===== src/rtl/id_ex_stage_if.sv =====
// ID/EX boundary bundle: decoded ID-stage fields in, registered ALU-side values out.
// The master drives the ID side; the slave is the pipeline register.
interface id_ex_stage_if #(
  parameter int WIDTH = 32,
  parameter int CNT_W = 8
);
  logic             stall;
  logic             flush;
  logic             inValid;
  logic [1:0]       aluOp;
  logic [5:0]       funct;
  logic [WIDTH-1:0] rsData;
  logic [WIDTH-1:0] rtData;
  logic [15:0]      imm;
  logic             aluSrc;
  logic [4:0]       rtAddr;
  logic [4:0]       rdAddr;
  logic             regDst;
  logic             regWriteIn;
  logic [1:0]       fwdA;
  logic [1:0]       fwdB;
  logic [WIDTH-1:0] exMemData;
  logic [WIDTH-1:0] memWbData;

  logic [3:0]       aluCode;
  logic [WIDTH-1:0] a;
  logic [WIDTH-1:0] b;
  logic [WIDTH-1:0] storeData;
  logic [4:0]       writeReg;
  logic             regWrite;
  logic             outValid;
  logic             aluErr;
  logic [CNT_W-1:0] illegalCount;

  modport master (
    output stall, flush, inValid, aluOp, funct, rsData, rtData, imm, aluSrc,
           rtAddr, rdAddr, regDst, regWriteIn, fwdA, fwdB, exMemData, memWbData,
    input  aluCode, a, b, storeData, writeReg, regWrite, outValid, aluErr, illegalCount
  );

  modport slave (
    input  stall, flush, inValid, aluOp, funct, rsData, rtData, imm, aluSrc,
           rtAddr, rdAddr, regDst, regWriteIn, fwdA, fwdB, exMemData, memWbData,
    output aluCode, a, b, storeData, writeReg, regWrite, outValid, aluErr, illegalCount
  );
endinterface


===== src/rtl/id_ex_stage.sv =====
// ID/EX pipeline register with ALU-control decode, operand forwarding/immediate select,
// stall/flush handling and a saturating count of illegal ALU encodings.
module id_ex_stage #(
  parameter int WIDTH = 32,
  parameter int CNT_W = 8
) (
  input  logic           clk,
  input  logic           reset,
  id_ex_stage_if.slave   bus
);

  localparam logic [3:0] ALU_AND = 4'b0000;
  localparam logic [3:0] ALU_OR  = 4'b0001;
  localparam logic [3:0] ALU_ADD = 4'b0010;
  localparam logic [3:0] ALU_SUB = 4'b0110;
  localparam logic [3:0] ALU_SLT = 4'b0111;
  localparam logic [3:0] ALU_ILL = 4'b1111;

  function automatic logic [3:0] alu_decode(input logic [1:0] op, input logic [5:0] fn);
    logic [3:0] code;
    code = ALU_ILL;
    case (op)
      2'b00: code = ALU_ADD;
      2'b01: code = ALU_SUB;
      2'b10: begin
        case (fn)
          6'b100000: code = ALU_ADD;
          6'b100010: code = ALU_SUB;
          6'b100100: code = ALU_AND;
          6'b100101: code = ALU_OR;
          6'b101010: code = ALU_SLT;
          default:   code = ALU_ILL;
        endcase
      end
      default: code = ALU_ILL;
    endcase
    return code;
  endfunction

  // 11 is reserved and falls back to the register-file value.
  function automatic logic signed [WIDTH-1:0] fwd_sel(
    input logic [1:0]              sel,
    input logic signed [WIDTH-1:0] rf,
    input logic signed [WIDTH-1:0] exm,
    input logic signed [WIDTH-1:0] mwb
  );
    logic signed [WIDTH-1:0] r;
    case (sel)
      2'b01:   r = mwb;
      2'b10:   r = exm;
      default: r = rf;
    endcase
    return r;
  endfunction

  function automatic logic signed [WIDTH-1:0] sign_ext(input logic [15:0] v);
    return {{(WIDTH-16){v[15]}}, v};
  endfunction

  function automatic logic [CNT_W-1:0] sat_inc(input logic [CNT_W-1:0] c);
    return (&c) ? c : c + CNT_W'(1);
  endfunction

  // p0: combinational decode and operand selection ahead of the register
  logic [3:0]              code_p0;
  logic                    illegal_p0;
  logic signed [WIDTH-1:0] a_p0;
  logic signed [WIDTH-1:0] rt_p0;
  logic signed [WIDTH-1:0] b_p0;
  logic [4:0]              wr_p0;
  logic                    rw_p0;

  assign code_p0    = alu_decode(bus.aluOp, bus.funct);
  assign illegal_p0 = (code_p0 == ALU_ILL);
  assign a_p0       = fwd_sel(bus.fwdA, bus.rsData, bus.exMemData, bus.memWbData);
  assign rt_p0      = fwd_sel(bus.fwdB, bus.rtData, bus.exMemData, bus.memWbData);
  assign b_p0       = bus.aluSrc ? sign_ext(bus.imm) : rt_p0;
  assign wr_p0      = bus.regDst ? bus.rdAddr : bus.rtAddr;
  assign rw_p0      = bus.regWriteIn & bus.inValid & ~illegal_p0;

  // p1: registered values presented to the ALU
  logic [3:0]              code_p1;
  logic signed [WIDTH-1:0] a_p1;
  logic signed [WIDTH-1:0] b_p1;
  logic signed [WIDTH-1:0] sd_p1;
  logic [4:0]              wr_p1;
  logic                    rw_p1;
  logic                    vld_p1;
  logic                    err_p1;
  logic [CNT_W-1:0]        cnt_p1;

  always_ff @(posedge clk or posedge reset) begin
    if (reset) begin
      code_p1 <= ALU_ADD;
      a_p1    <= '0;
      b_p1    <= '0;
      sd_p1   <= '0;
      wr_p1   <= '0;
      rw_p1   <= 1'b0;
      vld_p1  <= 1'b0;
      err_p1  <= 1'b0;
      cnt_p1  <= '0;
    end else if (bus.flush) begin
      // Bubble wins over a simultaneous stall; the counter is untouched.
      code_p1 <= ALU_ADD;
      a_p1    <= '0;
      b_p1    <= '0;
      sd_p1   <= '0;
      wr_p1   <= '0;
      rw_p1   <= 1'b0;
      vld_p1  <= 1'b0;
      err_p1  <= 1'b0;
    end else if (!bus.stall) begin
      code_p1 <= code_p0;
      a_p1    <= a_p0;
      b_p1    <= b_p0;
      sd_p1   <= rt_p0;
      wr_p1   <= wr_p0;
      rw_p1   <= rw_p0;
      vld_p1  <= bus.inValid;
      err_p1  <= illegal_p0;
      if (bus.inValid && illegal_p0)
        cnt_p1 <= sat_inc(cnt_p1);
    end
  end

  assign bus.aluCode      = code_p1;
  assign bus.a            = a_p1;
  assign bus.b            = b_p1;
  assign bus.storeData    = sd_p1;
  assign bus.writeReg     = wr_p1;
  assign bus.regWrite     = rw_p1;
  assign bus.outValid     = vld_p1;
  assign bus.aluErr       = err_p1;
  assign bus.illegalCount = cnt_p1;

endmodule

===== src/flat_wrapper.sv =====
// flat-port wrapper written by rule: the top's interface ports become plain ports
module id_ex_stage_flat 
#(
  parameter int WIDTH = 32,
  parameter int CNT_W = 8
)
  (clk, reset, bus_stall, bus_flush, bus_inValid, bus_aluOp, bus_funct, bus_rsData, bus_rtData, bus_imm, bus_aluSrc, bus_rtAddr, bus_rdAddr, bus_regDst, bus_regWriteIn, bus_fwdA, bus_fwdB, bus_exMemData, bus_memWbData, bus_aluCode, bus_a, bus_b, bus_storeData, bus_writeReg, bus_regWrite, bus_outValid, bus_aluErr, bus_illegalCount);
  id_ex_stage_if #(.WIDTH(WIDTH), .CNT_W(CNT_W)) bus_i ();
  input  logic clk;
  input  logic reset;
  input wire logic [$bits(bus_i.stall)-1:0] bus_stall;
  input wire logic [$bits(bus_i.flush)-1:0] bus_flush;
  input wire logic [$bits(bus_i.inValid)-1:0] bus_inValid;
  input wire logic [$bits(bus_i.aluOp)-1:0] bus_aluOp;
  input wire logic [$bits(bus_i.funct)-1:0] bus_funct;
  input wire logic [$bits(bus_i.rsData)-1:0] bus_rsData;
  input wire logic [$bits(bus_i.rtData)-1:0] bus_rtData;
  input wire logic [$bits(bus_i.imm)-1:0] bus_imm;
  input wire logic [$bits(bus_i.aluSrc)-1:0] bus_aluSrc;
  input wire logic [$bits(bus_i.rtAddr)-1:0] bus_rtAddr;
  input wire logic [$bits(bus_i.rdAddr)-1:0] bus_rdAddr;
  input wire logic [$bits(bus_i.regDst)-1:0] bus_regDst;
  input wire logic [$bits(bus_i.regWriteIn)-1:0] bus_regWriteIn;
  input wire logic [$bits(bus_i.fwdA)-1:0] bus_fwdA;
  input wire logic [$bits(bus_i.fwdB)-1:0] bus_fwdB;
  input wire logic [$bits(bus_i.exMemData)-1:0] bus_exMemData;
  input wire logic [$bits(bus_i.memWbData)-1:0] bus_memWbData;
  output wire logic [$bits(bus_i.aluCode)-1:0] bus_aluCode;
  output wire logic [$bits(bus_i.a)-1:0] bus_a;
  output wire logic [$bits(bus_i.b)-1:0] bus_b;
  output wire logic [$bits(bus_i.storeData)-1:0] bus_storeData;
  output wire logic [$bits(bus_i.writeReg)-1:0] bus_writeReg;
  output wire logic [$bits(bus_i.regWrite)-1:0] bus_regWrite;
  output wire logic [$bits(bus_i.outValid)-1:0] bus_outValid;
  output wire logic [$bits(bus_i.aluErr)-1:0] bus_aluErr;
  output wire logic [$bits(bus_i.illegalCount)-1:0] bus_illegalCount;
  assign bus_i.stall = bus_stall;
  assign bus_i.flush = bus_flush;
  assign bus_i.inValid = bus_inValid;
  assign bus_i.aluOp = bus_aluOp;
  assign bus_i.funct = bus_funct;
  assign bus_i.rsData = bus_rsData;
  assign bus_i.rtData = bus_rtData;
  assign bus_i.imm = bus_imm;
  assign bus_i.aluSrc = bus_aluSrc;
  assign bus_i.rtAddr = bus_rtAddr;
  assign bus_i.rdAddr = bus_rdAddr;
  assign bus_i.regDst = bus_regDst;
  assign bus_i.regWriteIn = bus_regWriteIn;
  assign bus_i.fwdA = bus_fwdA;
  assign bus_i.fwdB = bus_fwdB;
  assign bus_i.exMemData = bus_exMemData;
  assign bus_i.memWbData = bus_memWbData;
  assign bus_aluCode = bus_i.aluCode;
  assign bus_a = bus_i.a;
  assign bus_b = bus_i.b;
  assign bus_storeData = bus_i.storeData;
  assign bus_writeReg = bus_i.writeReg;
  assign bus_regWrite = bus_i.regWrite;
  assign bus_outValid = bus_i.outValid;
  assign bus_aluErr = bus_i.aluErr;
  assign bus_illegalCount = bus_i.illegalCount;
  id_ex_stage #(.WIDTH(WIDTH), .CNT_W(CNT_W)) u_core (.clk(clk), .reset(reset), .bus(bus_i));
endmodule

===== config.mk =====
export PLATFORM = sky130hd
export DESIGN_NAME = id_ex_stage_flat
export DESIGN_NICKNAME = d
export VERILOG_FILES = /design/src/rtl/id_ex_stage_if.sv /design/src/rtl/id_ex_stage.sv /design/src/flat_wrapper.sv
export SDC_FILE = /design/constraint.sdc
export NUM_CORES = 1
export LEC_CHECK = 0
export BUFFER_PORTS_ARGS = -buffer_cell sky130_fd_sc_hd__clkbuf_2
export CORE_MARGIN = 2
export CORE_UTILIZATION = 45
export DETAILED_ROUTE_END_ITERATION = 12
export GPL_TIMING_DRIVEN = 0
export PLACE_DENSITY = 0.84
export SLEW_MARGIN = 10
export SYNTH_ARGS = -nofsm -noshare
export SYNTH_HDL_FRONTEND = slang
export SYNTH_SLANG_ARGS = --single-unit
export TNS_END_PERCENT = 20

===== constraint.sdc =====
create_clock -name clk -period 8.3 [get_ports clk]
set_input_delay 0.83 -clock clk [delete_from_list [all_inputs] [get_ports clk]]
set_output_delay 0.83 -clock clk [all_outputs]
set_load 0.02 [all_outputs]

# Word level (Yosys, flattened, before mapping)

Cells that the tools add are included.

Memories kept: 0
Latch bits: 0
Memory bits (writable): 0
Memory bits (read-only): 0
Word-level logic and storage cells: 55
Flip-flop bits (word level): 116

Equality and inequality tests: 13
Muxes and demuxes: 22
Bitwise logic cells: 6
$mul: 0
Reductions and logical operators: 4
Add/subtract/negate cells: 1
Shift operators: 0
Div/mod/pow operators: 0
Magnitude comparators: 0

Operators by type and width:

| cell                  | number |
|---|---|
| $mux W32              | 7 |
| $pmux W32 S2          | 2 |
| $eq A6 B6 Y1 const B  | 5 |
| $pmux W4 S5           | 1 |
| $mux W5               | 3 |
| $pmux W4 S3           | 1 |
| $add A8 B1 Y8 const B | 1 |
| $mux W4               | 2 |
| $reduce_and A8 Y1     | 1 |
| $eq A2 B1 Y1 const B  | 3 |
| $eq A2 B2 Y1 const B  | 3 |
| $mux W1               | 6 |
| $eq A4 B4 Y1 const B  | 1 |
| $not A1 Y1            | 4 |
| $reduce_and A4 Y1     | 1 |
| $and A1 B1 Y1         | 2 |
| $logic_not A2 Y1      | 1 |
| $ne A2 B1 Y1 const B  | 1 |
| $logic_and A1 B1 Y1   | 1 |

# Logic depth before layout (Yosys ltp)

Gate-level depths: netlist of run 1.

Depth after elaboration: 8
Mapped depth: 9

# Worst setup path before layout of run 1

OpenSTA, ideal clock, no wires.

Path type: in2reg
Start point: input bus_fwdB[0]
End point: register u_core.sd_p1[15] (netlist: u_core.bus.storeData[15])
Library setup time: 0.132 ns
Required time: 8.168 ns
Stages: 8
Arrival: 2.038 ns
Setup slack: 6.130 ns
Cell sequence: inv_1 -> ha_1 -> buf_2 -> clkbuf_1 -> clkbuf_1 -> o21ai_0 -> mux2i_1 -> nor2_1

Word-level cells in the longest chain between the ends: 4
Elaborated cells on any way between the ends: 5
Those cells by class: eq/ne (2); mux (3)

RTL lines:

| what                                                | RTL line           | source |
|---|---|---|
| start, declared                                     | flat_wrapper.sv:25 | `input wire logic [$bits(bus_i.fwdB)-1:0] bus_fwdB;` |
| $eq A2 B2 Y1 / $eq A2 B1 Y1 (equally long branches) | id_ex_stage.sv:48  | `case (sel)` |
| $pmux W32 S2 (*)                                    | id_ex_stage.sv:48  |  |
| $mux W32 (*)                                        | id_ex_stage.sv:113 | `end else if (!bus.stall) begin` |
| $mux W32 (*)                                        | id_ex_stage.sv:103 | `end else if (bus.flush) begin` |
| end signal, assigned                                | id_ex_stage.sv:117 | `sd_p1 <= rt_p0;` |
| end, declared                                       | id_ex_stage.sv:85  | `logic signed [WIDTH-1:0] sd_p1;` |

Mark *: on every way between the ends. The rest lies on a longest branch, timed or not. The select of a mux whose other input is x is not followed.
A chain may end at the register's enable or synchronous reset.

# Final worst setup path of run 1

Start point: input bus_fwdA[0]
End point: register u_core.a_p1[31] (netlist: u_core.bus.a[31])

Word-level cells in the longest chain between the ends: 4
Elaborated cells on any way between the ends: 5
Those cells by class: eq/ne (2); mux (3)

RTL lines:

| what                                                | RTL line           | source |
|---|---|---|
| start, declared                                     | flat_wrapper.sv:24 | `input wire logic [$bits(bus_i.fwdA)-1:0] bus_fwdA;` |
| $eq A2 B2 Y1 / $eq A2 B1 Y1 (equally long branches) | id_ex_stage.sv:48  |  |
| $pmux W32 S2 (*)                                    | id_ex_stage.sv:48  |  |
| $mux W32 (*)                                        | id_ex_stage.sv:113 |  |
| $mux W32 (*)                                        | id_ex_stage.sv:103 |  |
| end signal, assigned                                | id_ex_stage.sv:115 | `a_p1 <= a_p0;` |
| end, declared                                       | id_ex_stage.sv:83  | `logic signed [WIDTH-1:0] a_p1;` |

Marked as above.

==> results of run 1 <==
metrics by stage:
stage | setup slack (ns) | std cells | area, µm² | utilization [%] | hold WS (ns)
2_1_floorplan | 4.40 | 695 | 6160 | - | 0.494
3_3_place_gp | 3.04 | 1157 | 7810 | 58.7 | 0.451
3_5_place_dp | 5.36 | 1158 | 7840 | 59.0 | 0.453
4_1_cts | 5.76 | 1190 | 8470 | 63.7 | 0.425
5_1_grt | 5.59 | 1190 | 8470 | 63.7 | 0.445
6_report | 5.77 | 1190 | 8470 | 63.7 | 0.417
sequential cells by signal, summed over array words and instances (netlist names):
name                     count
u_core.bus.b                32
u_core.bus.illegalCount      8
u_core.bus.storeData        32
u_core.bus.aluCode           4
u_core.bus.outValid          1
u_core.bus.a                32
u_core.bus.aluErr            1
u_core.bus.writeReg          5
u_core.bus.regWrite          1
power groups by stage:
stage,Clock [mW],Combinational (mW),Sequential [mW]
detailed placement,0,0.391,0.651
global route,0.812,0.430,0.648
finish,0.778,0.396,0.644
CTS,0.782,0.393,0.642
global placement,0,0.383,0.650
floorplan,0,0.177,0.703
cell type report:
cell class              count  area share [%]
clock buffers              23            5.64
inverters                   9           0.458
flip-flops and latches    116            34.3
multi-input cells         507            35.1
plain buffers              63            2.88
repair buffers            287            17.2
clock inverters             9            1.79
well taps                 176            2.60
cells by family after synthesis:
| kind of cell | Yosys count | synth area share [%] |
|---|---|---|
| AND/OR/NAND/NOR | 292 | 22.8 |
| AO/OA/AOI/OAI | 179 | 19.4 |
| flip-flops | 116 | 47.2 |
| buffers and inverters | 72 | 4.51 |
| multiplexers | 24 | 4.06 |
| XOR/XNOR | 7 | 0.996 |
| adder cells (fa/ha/maj) | 5 | 1.02 |
layer usage:
metal | wire length (µm) | global-route usage (%)
met1 | 9650 | 41.0
met2 | 10400 | 48.2
met3 | 1850 | 6.95
met4 | 736 | 11.8
met5 | 0 | 0
critical path, stage by stage:
cell and delay [ns]:
clkbuf_2 0.10, inv_1 0.04, ha_1 0.26, clkbuf_1 0.40, clkbuf_1 0.44, a221oi_1 0.10, nor3_1 0.49, a21oi_1 0.08
nor2_1 0.10
path summary, 6_finish.rpt:
| path | from | to | slack [ns] |
|---|---|---|---|
| min | reset | u_core.bus.storeData[5] | 0.42 |
| max | bus_fwdA[0] | u_core.bus.a[31] | 5.77 |
| max in group asynchronous | reset | u_core.bus.aluCode[1] | 7.14 |
| max reg2reg | u_core.bus.illegalCount[0] | u_core.bus.illegalCount[1] | 6.60 |
| min reg2reg | u_core.bus.aluCode[1] | u_core.bus.aluCode[1] | 0.46 |
| min in group clk | u_core.bus.aluCode[1] | u_core.bus.aluCode[1] | 0.46 |
placed cells by master (no fill, tap or decap), types with 8 or more instances in the layout:
master / instances
clkbuf_1: 57
a22oi_1: 17
a221oi_1: 48
o21ai_0: 36
dfrtp_1: 115
mux2i_1: 22
a211oi_1: 15
nor2_1: 95
nand2_1: 39
nor3_1: 82
a21oi_1: 55
inv_1: 8
clkbuf_16: 17
clkbuf_2: 286
nor2b_1: 63
==> results.md, run 1 <==
- Hold Vio Cnt, Final: 0
- Post-synth cell types: 38
- Hold Buf Count CTS: 0
- Largest net degree at the start of global routing: 77
- Final setup viols: 0
- Root buffer cell: clkbuf_16
- HP Class: input pin to async pin
- Clock sink count: 116
- Worst Skew: 0.000413 ns
- Total negative slack: 0 ns
- Chip width: 121 µm
- R2R depth: 5
- Syn avg cell area: 8.86 µm²
- Die H: 121 µm
- Final ANT Viol Nets: 0
- Initial antenna violation count: 0
- Starting Density: 46.3%
- Max Cap Viol: 0
- Slew Limit Headroom: 50.4%
- Vias in the first global route: 6438
- CTS tree: done
- Placer Congestion: 0.987
- Mapped Cells: 695
- Worst setup path class: input pin to register
- Fmax: 396 MHz
- Tmin final: 2.53 ns
- # DRC: 0
- Post-synth top cells: dfrtp_1 (115), nor2_1 (95), nor3_1 (82)
- Switching power: 537 µW
- Tot Pwr: 1.82 mW
- RSZ-0062 raised after global routing: false
- ANT cells: 0
- Int Power: 1.28 mW
- Synth area leader: dfrtp_1
- Grt ovf: 0
- Share of power burned in combinational logic: 21.8%
- Clock power share: 42.8%
- Register area share after synthesis: 47.2%
- Layout area overhead: 37.6%
- Seq. cell area: 0.00290 mm²
- Area contributors post-synth: dfrtp_1 (47%), a221oi_1 (6.8%), nor3_1 (6.7%), nor2b_1 (6.4%), nor2_1 (5.8%)
- Core area: 0.0133 mm²
- GRT Total Usage: 30.6%
- Global-route wire length before repair: 34200 µm
- FILL cells: 1159
- Die footprint: 0.0146 mm²
- CTS Buffer Depth: 2
- Async SR Flop Fraction: 100%
- Power density cells: 215 mW/mm²
- Final net count: 1180
- Crit end category: register
- CP max FO: 10
- Worst Path Required: 8.63 ns
- HPWL after DPL: 17500 µm
- Worst-Skew Late Latency: 0.40 ns
- Syn Nets: 874
- DRT iter0 DRCs: 611
- Slew @ Worst Pin: 0.744 ns
- Critical path data arrival time: 2.86 ns
- Tcrit/Tclk final: 30.4%
- Io pins: 290
- Top_reg_cell synth: dfrtp_1
- Leak: 4.25 nW
- Final Max Slew Viols: 0
- Site Rows: 42
- Top-count cell post-synth: dfrtp_1
- Yosys reg bits: 116
- Htree depth: 4
- VDD IR max: 0.000119 V
- Post CTS Setup Buffer Count: 0
- Critical path startpoint category: input pin
- DR WL/cell: 19.0 µm
- Post-synth EDFFs: 0
- Cts repair resizes: 0
- Synth Cell Area: 0.00616 mm²
- Num CTS Buffers: 17
- Multi-input gate area: 0.00298 mm²
- Clock slew at reported path FFs: 0.06 ns
- Layout cells sized above 1: 32.7%
- DRT Pass-1 Iters: 6
- Port Buffers: 286
- Share of the synthesized area in the top cell type: 46.7%
- Seq pwr share: 35.4%
- YS warnings: 0
- Final wirelength: 22600 µm
- Routed vias: 6711
- Switching share of power: 29.5%
- Detailed-route vias per instance: 5.64
- Outcome: finished clean
No activity file was read; power rests on OpenSTA's default activity.
==> inputs of run 2 (changes only) <==
--- a/config.mk
+++ b/config.mk
@@ -5,12 +5,13 @@
 export SDC_FILE = /design/constraint.sdc
 export NUM_CORES = 1
 export LEC_CHECK = 0
+export ABC_AREA = 1
 export BUFFER_PORTS_ARGS = -buffer_cell sky130_fd_sc_hd__clkbuf_2
 export CORE_MARGIN = 2
-export CORE_UTILIZATION = 45
+export CORE_UTILIZATION = 42
 export DETAILED_ROUTE_END_ITERATION = 12
 export GPL_TIMING_DRIVEN = 0
-export PLACE_DENSITY = 0.84
+export PLACE_DENSITY = 0.82
 export SLEW_MARGIN = 10
 export SYNTH_ARGS = -nofsm -noshare
 export SYNTH_HDL_FRONTEND = slang
==> constraint.sdc (replaced) <==
create_clock -name clk -period 2.1 [get_ports clk]
set_input_delay 0.21 -clock clk [delete_from_list [all_inputs] [get_ports clk]]
set_output_delay 0.21 -clock clk [all_outputs]
set_load 0.02 [all_outputs]
==> run 2 against run 1 <==
Clock-buffer cell count fell by 3. Synthesized cell count up 16%. Die area up 5.9%. Wire length decreased by 0.80%. Sequential power grew to 3.9 times the previous value. Combinational power grew to 3.6 times the previous value. Synthesized area shrank 1.0%. Clock power grew to 3.6 times the previous value. Cell count rose by 11%. Sequential share of layout area is 0.28 points higher.
==> results.md, run 2 <==
- Synth area leader: dfrtp_1
- Synth Cell Area: 0.00610 mm²
- CTS Buffer Depth: 2
- Leak: 4.57 nW
- Root buffer cell: clkbuf_16
- HPWL after DPL: 17600 µm
- DR WL/cell: 17.1 µm
- DRT iter0 DRCs: 497
- Core Util, Final: 58.5%
- HP Class: input pin to register
- Die footprint: 0.0155 mm²
- CTS tree: done
- CP max FO: 10
- Area contributors post-synth: dfrtp_1 (47%), nand2_1 (20%), nand3_1 (6.4%), o21ai_0 (6.0%), o211ai_1 (5.8%)
- RSZ-0062 raised after global routing: false
- Cts repair resizes: 0
- Initial antenna violation count: 0
- Top-count cell post-synth: nand2_1
- Vias in the first global route: 6545
- Hold Buf Count CTS: 1
- VDD IR max: 0.000476 V
- Routed vias: 6825
- Power density cells: 802 mW/mm²
- Critical path data arrival time: 1.81 ns
- Max incr delay on CP: 0.61 ns
- Chip width: 124 µm
- Port Buffers: 288
- M3 GR Usage: 6.01%
- Critical path startpoint category: input pin
- Tmin final: 1.53 ns
- Layout area overhead: 37.8%
- Clock slew at reported path FFs: 0.06 ns
- Syn avg cell area: 7.55 µm²
- ANT cells: 0
- Global-route wire length before repair: 35200 µm
- GRT met1 Usage: 39.0%
- Io pins: 290
- Multi-input gate area: 0.00282 mm²
- Yosys reg bits: 116
- Grt ovf: 0
- Worst setup path class: input pin to register
- Fmax: 656 MHz
- FILL cells: 1361
- Tot Pwr: 6.74 mW
- Final net count: 1297
- Async SR Flop Fraction: 100%
- # DRC: 0
- Core area: 0.0144 mm²
- Crit end category: register
- Tcrit/Tclk final: 72.6%
- Layout cells sized above 1: 32.2%
- Seq. cell area: 0.00290 mm²
- Slew Limit Headroom: 52.7%
- Post CTS Setup Buffer Count: 0
- Final Max Slew Viols: 0
- Slew @ Worst Pin: 0.703 ns
- WHS: 0.0300 ns
- Site Rows: 44
- Final setup viols: 0
- Syn Nets: 986
- Worst Skew: 0.00263 ns
- DRT Pass-1 Iters: 6
- Die H: 124 µm
- Worst-Skew Late Latency: 0.41 ns
- Share of the synthesized area in the top cell type: 47.2%
- Worst Path Required: 2.39 ns
- Most common cell after layout, fill and taps aside: nand2_1
- Largest net degree at the start of global routing: 37
- Htree depth: 4
- Mapped Cells: 807
- Outcome: finished clean
- GRT Total Usage: 28.9%
- Max Cap Viol: 0
- Hold Vio Cnt, Final: 0
- Clock sink count: 116
- Detailed-route vias per instance: 5.19
- Register area share after synthesis: 47.6%
- Num CTS Buffers: 17
- Critical Path Slowest Stage Cell: o21ai_0
- Post-synth top cells: nand2_1 (325), dfrtp_1 (115), nand3_1 (78)
- Starting Density: 42.4%
- Commonest cells after routing, fill and taps aside: nand2_1 (325), clkbuf_2 (288), dfrtp_1 (115)
- Final ANT Viol Nets: 0
- Met2 GRT Util: 46.5%
- Placer Congestion: 0.927
- Top_reg_cell synth: dfrtp_1
- Final wirelength: 22500 µm
- Busiest layer in global routing: met2
- Post-synth EDFFs: 0
- Post-synth cell types: 29
- Critical path, cell by cell: clkbuf_2 > inv_1 > ha_1 > inv_2 > clkbuf_1 > o21ai_0 > inv_1 > nor2_1 > o21ai_0
- YS warnings: 0
## run 2: cell types whose count changed after synthesis, moves of 37 or more
cell,change
o211ai_1,+46
nor3_1,-81
nor2b_1,-63
o21ai_0,+37
a21oi_1,-53
nor2_1,-67
nand3_1,+75
a221oi_1,-48
nand2_1,+286
## run 2: layout make-up
cell class                      count  area share (%)
Tap cell                          184            2.74
Timing Repair Buffer              292            18.0
Clock buffer                       20            5.43
Clock inverter                     12            1.25
Sequential cell                   116            34.6
Multi-Input combinational cell    602            33.5
Buffer                             51            2.75
Inverter                           38            1.74
## run 2: worst paths after layout
| check | startpoint | endpoint | slack (ns) | cells after the start |
|---|---|---|---|---|
| max | bus_fwdB[0] | u_core.bus.b[30] | 0.57 | 9 |
| max in group asynchronous | reset | u_core.bus.a[1] | 0.90 | 5 |
| min | bus_rsData[16] | u_core.bus.a[16] | 0.03 | 3 |
| min reg2reg | u_core.bus.aluCode[1] | u_core.bus.aluCode[1] | 0.46 | 2 |
| min in group asynchronous | reset | u_core.bus.b[17] | 0.41 | 3 |
| max reg2reg | u_core.bus.illegalCount[1] | u_core.bus.illegalCount[0] | 0.67 | 7 |
## run 2: power by group
| group | internal, mW | total (mW) | switching (mW) |
|---|---|---|---|
| Clock | 1.69 | 2.77 | 1.08 |
| Sequential | 2.42 | 2.54 | 0.129 |
| Combinational | 0.480 | 1.43 | 0.953 |
## run 2: through the flow
step,setup TNS [ns],area (µm²),setup slack [ns],std cells
final,0,8400,0.575,1315
after global routing,0,8400,0.502,1315
after CTS,0,8400,0.662,1315
after detailed placement,0,7830,0.267,1282
after global placement,-35.60,7770,-0.319,1279
after floorplan,0,6100,0.477,807
## run 2: critical path, delay by kind of cell
family	cells	cell delay, ns
buf+inv	5	0.53
fa+ha+maj	1	0.28
simple gates	1	0.10
compound gates	2	0.69
## run 2: cells by family after synthesis
| family | Yosys count | share of synthesized area (%) |
|---|---|---|
| compound gates | 145 | 14.1 |
| xor+xnor | 5 | 0.718 |
| fa+ha+maj | 5 | 1.03 |
| buf+inv | 89 | 6.14 |
| flops | 116 | 47.6 |
| simple gates | 447 | 30.4 |
## run 2: routing by layer
metal | wire [µm] | vias up | share of wire, %
met5 | 0 | - | 0
li1 | - | 3264 | -
met2 | 10600 | 325 | 47
met4 | 623 | 0 | 2.8
met1 | 9640 | 3183 | 43
met3 | 1620 | 53 | 7.2
==> inputs of run 3 (changes only) <==
--- a/config.mk
+++ b/config.mk
@@ -5,13 +5,13 @@
 export SDC_FILE = /design/constraint.sdc
 export NUM_CORES = 1
 export LEC_CHECK = 0
-export ABC_AREA = 1
+export ABC_AREA = 0
 export BUFFER_PORTS_ARGS = -buffer_cell sky130_fd_sc_hd__clkbuf_2
 export CORE_MARGIN = 2
-export CORE_UTILIZATION = 42
+export CORE_UTILIZATION = 43
 export DETAILED_ROUTE_END_ITERATION = 12
 export GPL_TIMING_DRIVEN = 0
-export PLACE_DENSITY = 0.82
+export PLACE_DENSITY = 0.84
 export SLEW_MARGIN = 10
 export SYNTH_ARGS = -nofsm -noshare
 export SYNTH_HDL_FRONTEND = slang
==> constraint.sdc (replaced) <==
create_clock -name clk -period 1.3 [get_ports clk]
set_input_delay 0.13 -clock clk [delete_from_list [all_inputs] [get_ports clk]]
set_output_delay 0.13 -clock clk [all_outputs]
set_load 0.02 [all_outputs]
==> run 3 against run 2 <==
The flow now finishes with violations (negative setup slack). Die area decreased by 1.3%. Non-clock buffer count increased by 20. Core utilization increased by 5.7 points. Combinational power increased by 100%. Largest cell class is now multi-input combinational cells.
==> results.md, run 3 (synthesis gave the netlist of run 1 again) <==
- Slew Limit Headroom: 55.9%
- Starting Density: 44.2%
- Tcrit/Tclk final: 106%
- Num CTS Buffers: 17
- Die footprint: 0.0153 mm²
- Global-route wire length before repair: 35000 µm
- Final setup viols: 5
- Largest net degree at the start of global routing: 38
- Grt ovf: 0
- Root buffer cell: clkbuf_16
- Switching power: 3.70 mW
- Vias in the first global route: 6541
- Final net count: 1193
- GRT Total Usage: 30.7%
- Leak: 4.45 nW
- Io pins: 290
- Final Worst Setup Slack: -0.0730 ns
- Critical path startpoint category: register
- DR WL/cell: 19.9 µm
- Most common cell after layout, fill and taps aside: clkbuf_2
- Worst Path Required: 1.61 ns
- Met2 GRT Util: 48.5%
- Switching share of power: 31.0%
- Share of power burned in combinational logic: 24.1%
- Worst Path Buf+Inv: 0
- GRT met1 Usage: 41.1%
- Placer Congestion: 0.972
- Busiest layer in global routing: met2
- Crit end category: register
- Critical path data arrival time: 1.68 ns
- Core area: 0.0139 mm²
- Fmax: 728 MHz
- Initial antenna violation count: 0
- Site Rows: 43
- HP Class: input pin to register
- HPWL after DPL: 18100 µm
- Clock slew at reported path FFs: 0.06 ns
- FILL cells: 1198
- Core Util, Final: 64.2%
- Int Power: 8.23 mW
- Die H: 124 µm
- M3 GR Usage: 6.32%
- # DRC: 0
- Worst Skew: 0.00123 ns
- Final wirelength: 24100 µm
- RSZ-0062 raised after global routing: true
- CP max FO: 4
- DRT iter0 DRCs: 497
- Failing checks: negative setup slack
- Tmin final: 1.37 ns
- Port Buffers: 286
- Outcome: finished with violations
- FF-to-FF setup slack: -0.07 ns
- Total negative slack: -0.173 ns
- Worst-Skew Late Latency: 0.42 ns
- Clock sink count: 116
- Seq pwr share: 34.3%
- Max Cap Viol: 0
- Hold Vio Cnt, Final: 0
- ANT cells: 0
- Slew @ Worst Pin: 0.660 ns
- VDD IR max: 0.000772 V
- Commonest cells after routing, fill and taps aside: clkbuf_2 (298), dfrtp_1 (113), nor2_1 (95)
- Htree depth: 4
- Clock power share: 41.6%
- Power density cells: 1330 mW/mm²
- Worst setup path class: register to register
- CTS Buffer Depth: 2
- Layout cells sized above 1: 40.0%
- Critical path's top delay family: flip-flops
- Routed vias: 6912
- Final ANT Viol Nets: 0
- CTS tree: done
- Max incr delay on CP: 0.36 ns
- Layout area overhead: 45.3%
- Critical path, cell by cell: ha_2 > nand3_2 > o21ai_2 > nor2_2 > mux2_4
- Final Max Slew Viols: 0
- Critical Path Slowest Stage Cell: dfrtp_1
- DRT Pass-1 Iters: 5
- Detailed-route vias per instance: 5.73
- Tot Pwr: 11.9 mW
- Chip width: 124 µm
run 3: worst reg2reg max path: cells and delay by family, from the launching register on:
kind | cells | cell delay (ns)
flops | 1 | 0.36
compound gates | 1 | 0.22
simple gates | 2 | 0.18
fa+ha+maj | 1 | 0.19
mux | 1 | 0.32
run 3: worst paths after layout:
path	start	to	cells after the start
setup / recovery	u_core.bus.illegalCount[0]	u_core.bus.illegalCount[1]	5
hold / removal	bus_aluOp[1]	u_core.bus.aluCode[2]	3
setup reg to reg	u_core.bus.illegalCount[0]	u_core.bus.illegalCount[1]	5
hold reg to reg	u_core.bus.aluCode[1]	u_core.bus.aluCode[1]	2
max in group asynchronous	reset	u_core.bus.aluCode[1]	4
min in group asynchronous	reset	u_core.bus.b[5]	3
run 3: repair_timing:
action | 4_1_cts | 5_1_grt
resized for setup | 56 | 41
endpoints found under the setup margin | 101 | 74
hold buffers | 2 | 0
hold endpoints to repair | 116 | 0
pin swaps | 3 | 6
setup buffers | 3 | 8
run 3: power groups by stage:
stage	Clock (mW)	Combinational, mW	Sequential [mW]
3_3_place_gp	0	2.46	4.15
5_1_grt	5.18	3.09	4.12
2_1_floorplan	0	1.13	4.49
3_5_place_dp	0	2.52	4.16
6_report	4.96	2.87	4.09
4_1_cts	5.00	2.73	4.09
run 3: per-layer routing:
metal / up-vias / routed length [µm]
li1: 3133 / -
met2: 400 / 11400
met5: - / 0
met4: 0 / 875
met1: 3305 / 9840
met3: 74 / 1980
run 3: cell type report:
class | instances | area [µm²] | area share (%)
repair buffers | 302 | 1590 | 17.8
well taps | 180 | 225 | 2.52
multi-input cells | 507 | 3260 | 36.4
flip-flops and latches | 116 | 2910 | 32.5
clock buffers | 21 | 480 | 5.37
plain buffers | 61 | 294 | 3.29
clock inverters | 11 | 148 | 1.65
inverters | 9 | 37.5 | 0.420
run 3: through the flow:
step                      hold WS, ns  setup WS [ns]  cell area [µm²]  cells
after floorplan                 0.284         -0.243             6160    695
after global placement          0.386          -1.04             7820   1161
after detailed placement       0.0799         -0.894             7880   1164
after CTS                      0.0339        -0.0847             8750   1200
after global routing           0.0599         -0.131             8940   1207
final                          0.0473        -0.0730             8940   1207
